`src/rtl/pll_lock_sequencer_pkg.sv`:
```
// Shared definitions for the PLL lock sequencer: state codes, counter limits
// and elaboration-time helpers.
package pll_seq_pkg;

   localparam int unsigned ST_W = 3;

   localparam logic [ST_W-1:0] RESET_PLL = 3'd0;
   localparam logic [ST_W-1:0] WAIT_LOCK = 3'd1;
   localparam logic [ST_W-1:0] STABILIZE = 3'd2;
   localparam logic [ST_W-1:0] RUN       = 3'd3;
   localparam logic [ST_W-1:0] FAULT     = 3'd4;

   localparam logic [7:0] LOCK_CNT_MAX = 8'd255;

   // Largest of three values; sizes the shared timer.
   function automatic int unsigned max3(input int unsigned a, input int unsigned b,
                                        input int unsigned c);
      int unsigned m;
      m = (a > b) ? a : b;
      return (m > c) ? m : c;
   endfunction

endpackage

```
`src/rtl/pll_lock_sequencer_cdc_sync_bit.sv`:
```
// Two-flop single-bit synchronizer with asynchronous active-low clear.
module cdc_sync_bit (
   input  logic clk,
   input  logic rst_n,
   input  logic d,
   output logic q
);

   logic meta;

   always_ff @(posedge clk or negedge rst_n) begin
      if (!rst_n) begin
         meta <= 1'b0;
         q    <= 1'b0;
      end else begin
         meta <= d;
         q    <= meta;
      end
   end

endmodule

```
`src/rtl/pll_lock_sequencer.sv`:
```
// Sequences PLL reset, waits for and qualifies lock, then releases the
// PLL-domain reset; relocks on lock loss and faults after repeated timeouts.
module pll_lock_sequencer
   import pll_seq_pkg::*;
#(
   parameter int unsigned PLL_RST_CYCLES = 16,
   parameter int unsigned LOCK_TIMEOUT   = 50000,
   parameter int unsigned STABLE_CYCLES  = 1024,
   parameter int unsigned MAX_RETRIES    = 3
) (
   input  logic       sys_clk,
   input  logic       sys_rst_n,
   input  logic       pll_lock,
   input  logic       clr_fault,
   output logic       pll_rst,
   output logic       rst_out_n,
   output logic       sys_ready,
   output logic       fault,
   output logic [7:0] lock_lost_cnt
);

   localparam int unsigned TMR_W = $clog2(max3(LOCK_TIMEOUT, STABLE_CYCLES, PLL_RST_CYCLES)) + 1;
   localparam int unsigned RTY_W = $clog2(MAX_RETRIES + 1);

   logic             lock_s;
   logic [ST_W-1:0]  state, state_nxt;
   logic [TMR_W-1:0] timer, timer_nxt;
   logic [RTY_W-1:0] retry_cnt, retry_nxt, retry_inc;
   logic [7:0]       lost_nxt;

   cdc_sync_bit u_lock_sync (
      .clk   (sys_clk),
      .rst_n (sys_rst_n),
      .d     (pll_lock),
      .q     (lock_s)
   );

   always_ff @(posedge sys_clk or negedge sys_rst_n) begin
      if (!sys_rst_n) begin
         state         <= RESET_PLL;
         timer         <= '0;
         retry_cnt     <= '0;
         lock_lost_cnt <= 8'd0;
      end else begin
         state         <= state_nxt;
         timer         <= timer_nxt;
         retry_cnt     <= retry_nxt;
         lock_lost_cnt <= lost_nxt;
      end
   end

   // Timer is held at zero in RUN and FAULT, where no terminal count applies.
   always_comb begin
      state_nxt = state;
      timer_nxt = timer + TMR_W'(1);
      retry_nxt = retry_cnt;
      retry_inc = retry_cnt + RTY_W'(1);
      lost_nxt  = lock_lost_cnt;
      case (state)
         RESET_PLL: begin
            if (timer == TMR_W'(PLL_RST_CYCLES - 1)) begin
               state_nxt = WAIT_LOCK;
               timer_nxt = '0;
            end
         end
         WAIT_LOCK: begin
            if (lock_s) begin
               state_nxt = STABILIZE;
               timer_nxt = '0;
            end else if (timer == TMR_W'(LOCK_TIMEOUT - 1)) begin
               retry_nxt = retry_inc;
               state_nxt = (retry_inc == RTY_W'(MAX_RETRIES)) ? FAULT : RESET_PLL;
               timer_nxt = '0;
            end
         end
         STABILIZE: begin
            if (!lock_s) begin
               state_nxt = WAIT_LOCK;
               timer_nxt = '0;
            end else if (timer == TMR_W'(STABLE_CYCLES - 1)) begin
               state_nxt = RUN;
               retry_nxt = '0;
               timer_nxt = '0;
            end
         end
         RUN: begin
            timer_nxt = '0;
            if (!lock_s) begin
               state_nxt = RESET_PLL;
               if (lock_lost_cnt != LOCK_CNT_MAX) begin
                  lost_nxt = lock_lost_cnt + 8'd1;
               end
            end
         end
         FAULT: begin
            timer_nxt = '0;
            if (clr_fault) begin
               state_nxt = RESET_PLL;
               retry_nxt = '0;
            end
         end
         default: begin
            state_nxt = RESET_PLL;
            timer_nxt = '0;
         end
      endcase
   end

   // Outputs decode the next state so they change on the transition edge.
   always_ff @(posedge sys_clk or negedge sys_rst_n) begin
      if (!sys_rst_n) begin
         pll_rst   <= 1'b1;
         rst_out_n <= 1'b0;
         sys_ready <= 1'b0;
         fault     <= 1'b0;
      end else begin
         pll_rst   <= (state_nxt == RESET_PLL) || (state_nxt == FAULT);
         rst_out_n <= (state_nxt == RUN);
         sys_ready <= (state_nxt == RUN);
         fault     <= (state_nxt == FAULT);
      end
   end

endmodule
```
`config.mk`:
```
export PLATFORM = sky130hd
export DESIGN_NAME = pll_lock_sequencer
export DESIGN_NICKNAME = d
export VERILOG_FILES = /design/src/rtl/pll_lock_sequencer_pkg.sv /design/src/rtl/pll_lock_sequencer_cdc_sync_bit.sv /design/src/rtl/pll_lock_sequencer.sv
export SDC_FILE = /design/constraint.sdc
export NUM_CORES = 1
export LEC_CHECK = 0
export BUFFER_PORTS_ARGS = -buffer_cell sky130_fd_sc_hd__buf_4
export CORE_MARGIN = 1
export CORE_UTILIZATION = 35
export DETAILED_ROUTE_END_ITERATION = 16
export GPL_TIMING_DRIVEN = 0
export HOLD_SLACK_MARGIN = 0.05
export PLACE_DENSITY_LB_ADDON = 0.12
export SYNTH_ARGS = -nofsm -noshare
export SYNTH_HDL_FRONTEND = slang
export SYNTH_SLANG_ARGS = --single-unit
```
`constraint.sdc`:
```
create_clock -name sys_clk -period 3.9 [get_ports sys_clk]
set_input_delay 0.78 -clock sys_clk [delete_from_list [all_inputs] [get_ports sys_clk]]
set_output_delay 0.78 -clock sys_clk [all_outputs]
set_load 0.01 [all_outputs]
```
==> out/qor.yml <==
clocking:
  insertion_delay_ns: 0.28
  cts.clk_slew.worst_paths_ns: 0.07
  cts_max_level: 2
  holdBufCountCts: 0
  cts.sinks: 35
  cts_made_buffers: 5
  cts_resized: 0
  postCtsSetupRepairBufs: 0
  cts_tree: "done"
  cts_root_buf: "clkbuf_8"
  cts_buffer_depth: 2
placed_design:
  dp.cells: 231
  gp_congestion: 0.754
  port_buffers: 15
  placed_cell_area_mm2: 0.00188
  dp.final_hpwl_um: 2290
die:
  io_pins: 16
  die_h_um: 71.7
  rows: 25
  design.core.area_mm2: 0.00469
  die_w_um: 71.7
  die_area_mm2: 0.00514
  start_util_pct: 36.3
routing:
  drtAntennaViolNets: 0
  drt_pass1_iterations: 4
  wl_per_cell_um: 12.9
  num_vias: 1241
  wirelength_um: 3090
  vias_per_cell: 5.19
  drtIter0Drc: 73
  drc: 0
critical_path:
  worst-endpoint-arrival_ns: 2.31
  reg2reg_depth: 7
  r2r_end: "timer[3]"
  critPathLaunchType: "flip-flop"
  criticalPathCategory: "flip-flop to flip-flop"
  end_kind: "flip-flop"
  crit_start: "timer[12]"
  regToRegStartpoint: "timer[12]"
  critPathMaxFanout: 10
  required_ns: 4.06
  r2r_setup_slack_ns: 1.75
  crit_end: "timer[3]"
logic_synthesis:
  synth.largest_area_cell: "dfrtp_1"
  synth_seq_cells: 35
  ys_async_sr_fraction_pct: 100
  synth_cell_types: 36
  yosysMostFrequentCell: "dfrtp_1"
  synthTopCellsByCount: "dfrtp_1 (34), nor2_1 (24), nand2_1 (12)"
  synth_ff_type: "dfrtp_1"
  synth_top_cell_area_share_pct: 50.0
  seq_area_frac_synth_pct: 51.5
  syn_nets: 169
  synth_edf_count: 0
  synth_area_per_cell_um2: 10.5
  yosys_warnings: 0
  synth_area_leaders: "dfrtp_1 (50%), xnor2_1 (5.7%), xor2_1 (5.7%), nor2_1 (5.3%), nand4_1 (3.3%)"
  syn_area_mm2: 0.00170
  syn-instance-count: 162
timing:
  fmax_mhz: 464
  hold_violations: 0
  post-route-min-period_ns: 2.15
  setup_tns_ns: 0
  worst_pin_slew_ns: 0.616
  finalSetupViolCount: 0
  slew_headroom_pct: 58.9
  finalClockSkew_ns: 0.0102
  drv_slew: 0
  period_share_pct: 55.2
  rsz0062_at_grt: "no"
finish:
  fin_nets: 191
  final_cells: 239
  layout-drive-gt1-share_pct: 19.5
  insertedDiodeCount: 0
  area_delta_synth_final_pct: 16.0
  post-route-util_pct: 42.1
  final_area_mm2: 0.00197
global_route:
  grt.total_usage_pct: 13.7
  grt_max_degree: 36
  grt_pass1_wl_um: 5420
  grt_pass1_vias: 1228
  antenna_found_initial: 0
  overflow: 0
outcome:
  status: "finished, final reports clean"
run:
  max_cap_violations: 0
power:
  vdd_ir_drop_max_mv: 0.187
  powerDensity_mw_per_mm2: 504
  p_leak_nw: 0.916
min_path:
  min_path_type: "flip-flop to flip-flop"
-- state kept, by name, summed over array words and instances (netlist names) --
name and cells:
retry_cnt 2, sys_ready 1, fault 1, lock_lost_cnt 8
state 3, u_lock_sync.meta 1, timer 17, u_lock_sync.q 1
pll_rst 1
-- per-layer routing --
layer / GRT usage [%] / part of all wire [%]
met1: 16.3 / 45
met2: 23.0 / 50
met3: 3.94 / 3.3
met4: 6.32 / 1.7
met5: 0 / 0
-- power by group --
part           internal [mW]  total [mW]  switching [mW]
Clock                  0.142       0.262           0.119
Combinational          0.120       0.278           0.157
Sequential             0.409       0.455          0.0462
Total                  0.672       0.995           0.323
-- cells in the final DEF (no fill, tap or decap), types with 2 or more instances in the layout --
master / synthesis / routed
o21a_1: 2 / 2
nand3_1: 7 / 7
and3_1: 6 / 6
dfrtp_1: 34 / 34
a32o_1: 2 / 2
xnor2_1: 11 / 11
nor2b_1: 2 / 2
nand2b_1: 2 / 2
buf_2: 2 / 2
nand4_1: 9 / 9
inv_1: 2 / 2
buf_4: 3 / 18
nor2_1: 24 / 24
ha_1: 3 / 3
clkbuf_8: 0 / 6
xor2_1: 11 / 11
nand2_1: 12 / 12
mux2_2: 3 / 3
o21ai_0: 3 / 3
nor3_1: 5 / 5
nor4_1: 2 / 2
a21oi_1: 2 / 2
-- cells by family (layout without fill, tap and decap cells) --
group	after synthesis	count (layout)	share of synthesized area, %
adder cells (fa/ha/maj)	3	3	2.21
buffers and inverters	8	31	3.01
AND/OR/NAND/NOR	78	78	23.6
flip-flops	35	35	51.5
multiplexers	3	3	1.99
AO/OA/AOI/OAI	13	13	6.32
XOR/XNOR	22	22	11.3
-- how the worst min path moves through the flow --
stage	slack [ns]	from	endpoint	cells after the start
after floorplan	0.33	u_lock_sync.meta	u_lock_sync.q	0
after global placement	0.34	u_lock_sync.meta	u_lock_sync.q	0
after detailed placement	0.34	u_lock_sync.meta	u_lock_sync.q	0
after CTS	0.35	u_lock_sync.meta	u_lock_sync.q	0
after global routing	0.36	u_lock_sync.meta	u_lock_sync.q	0
final	0.35	u_lock_sync.meta	u_lock_sync.q	0
-- worst max-delay path, stage by stage, from the launching register on --
cell and delay (ns):
dfrtp_1 0.44, nor4_1 0.53, nand4_1 0.21, o41ai_1 0.27
and3_1 0.21, buf_4 0.16, buf_6 0.15, nor2_1 0.05
-- final cells by class --
class | count | area [µm²]
flip-flops and latches | 35 | 877
inverters | 2 | 7.51
repair buffers | 15 | 113
well taps | 54 | 67.6
multi-input cells | 119 | 773
clock inverters | 1 | 5.00
plain buffers | 6 | 43.8
clock buffers | 7 | 86.3
fillers | 458 | 2720
-- through the flow --
stage / hold slack, ns / setup slack, ns / power [mW]
global placement: 0.335 / 1.81 / 0.734
global route: 0.362 / 1.57 / 1.06
CTS: 0.353 / 1.74 / 1.01
finish: 0.350 / 1.75 / 0.995
floorplan: 0.331 / 2.04 / 0.656
detailed placement: 0.336 / 1.77 / 0.743
Power figures use the tool's default switching activity.
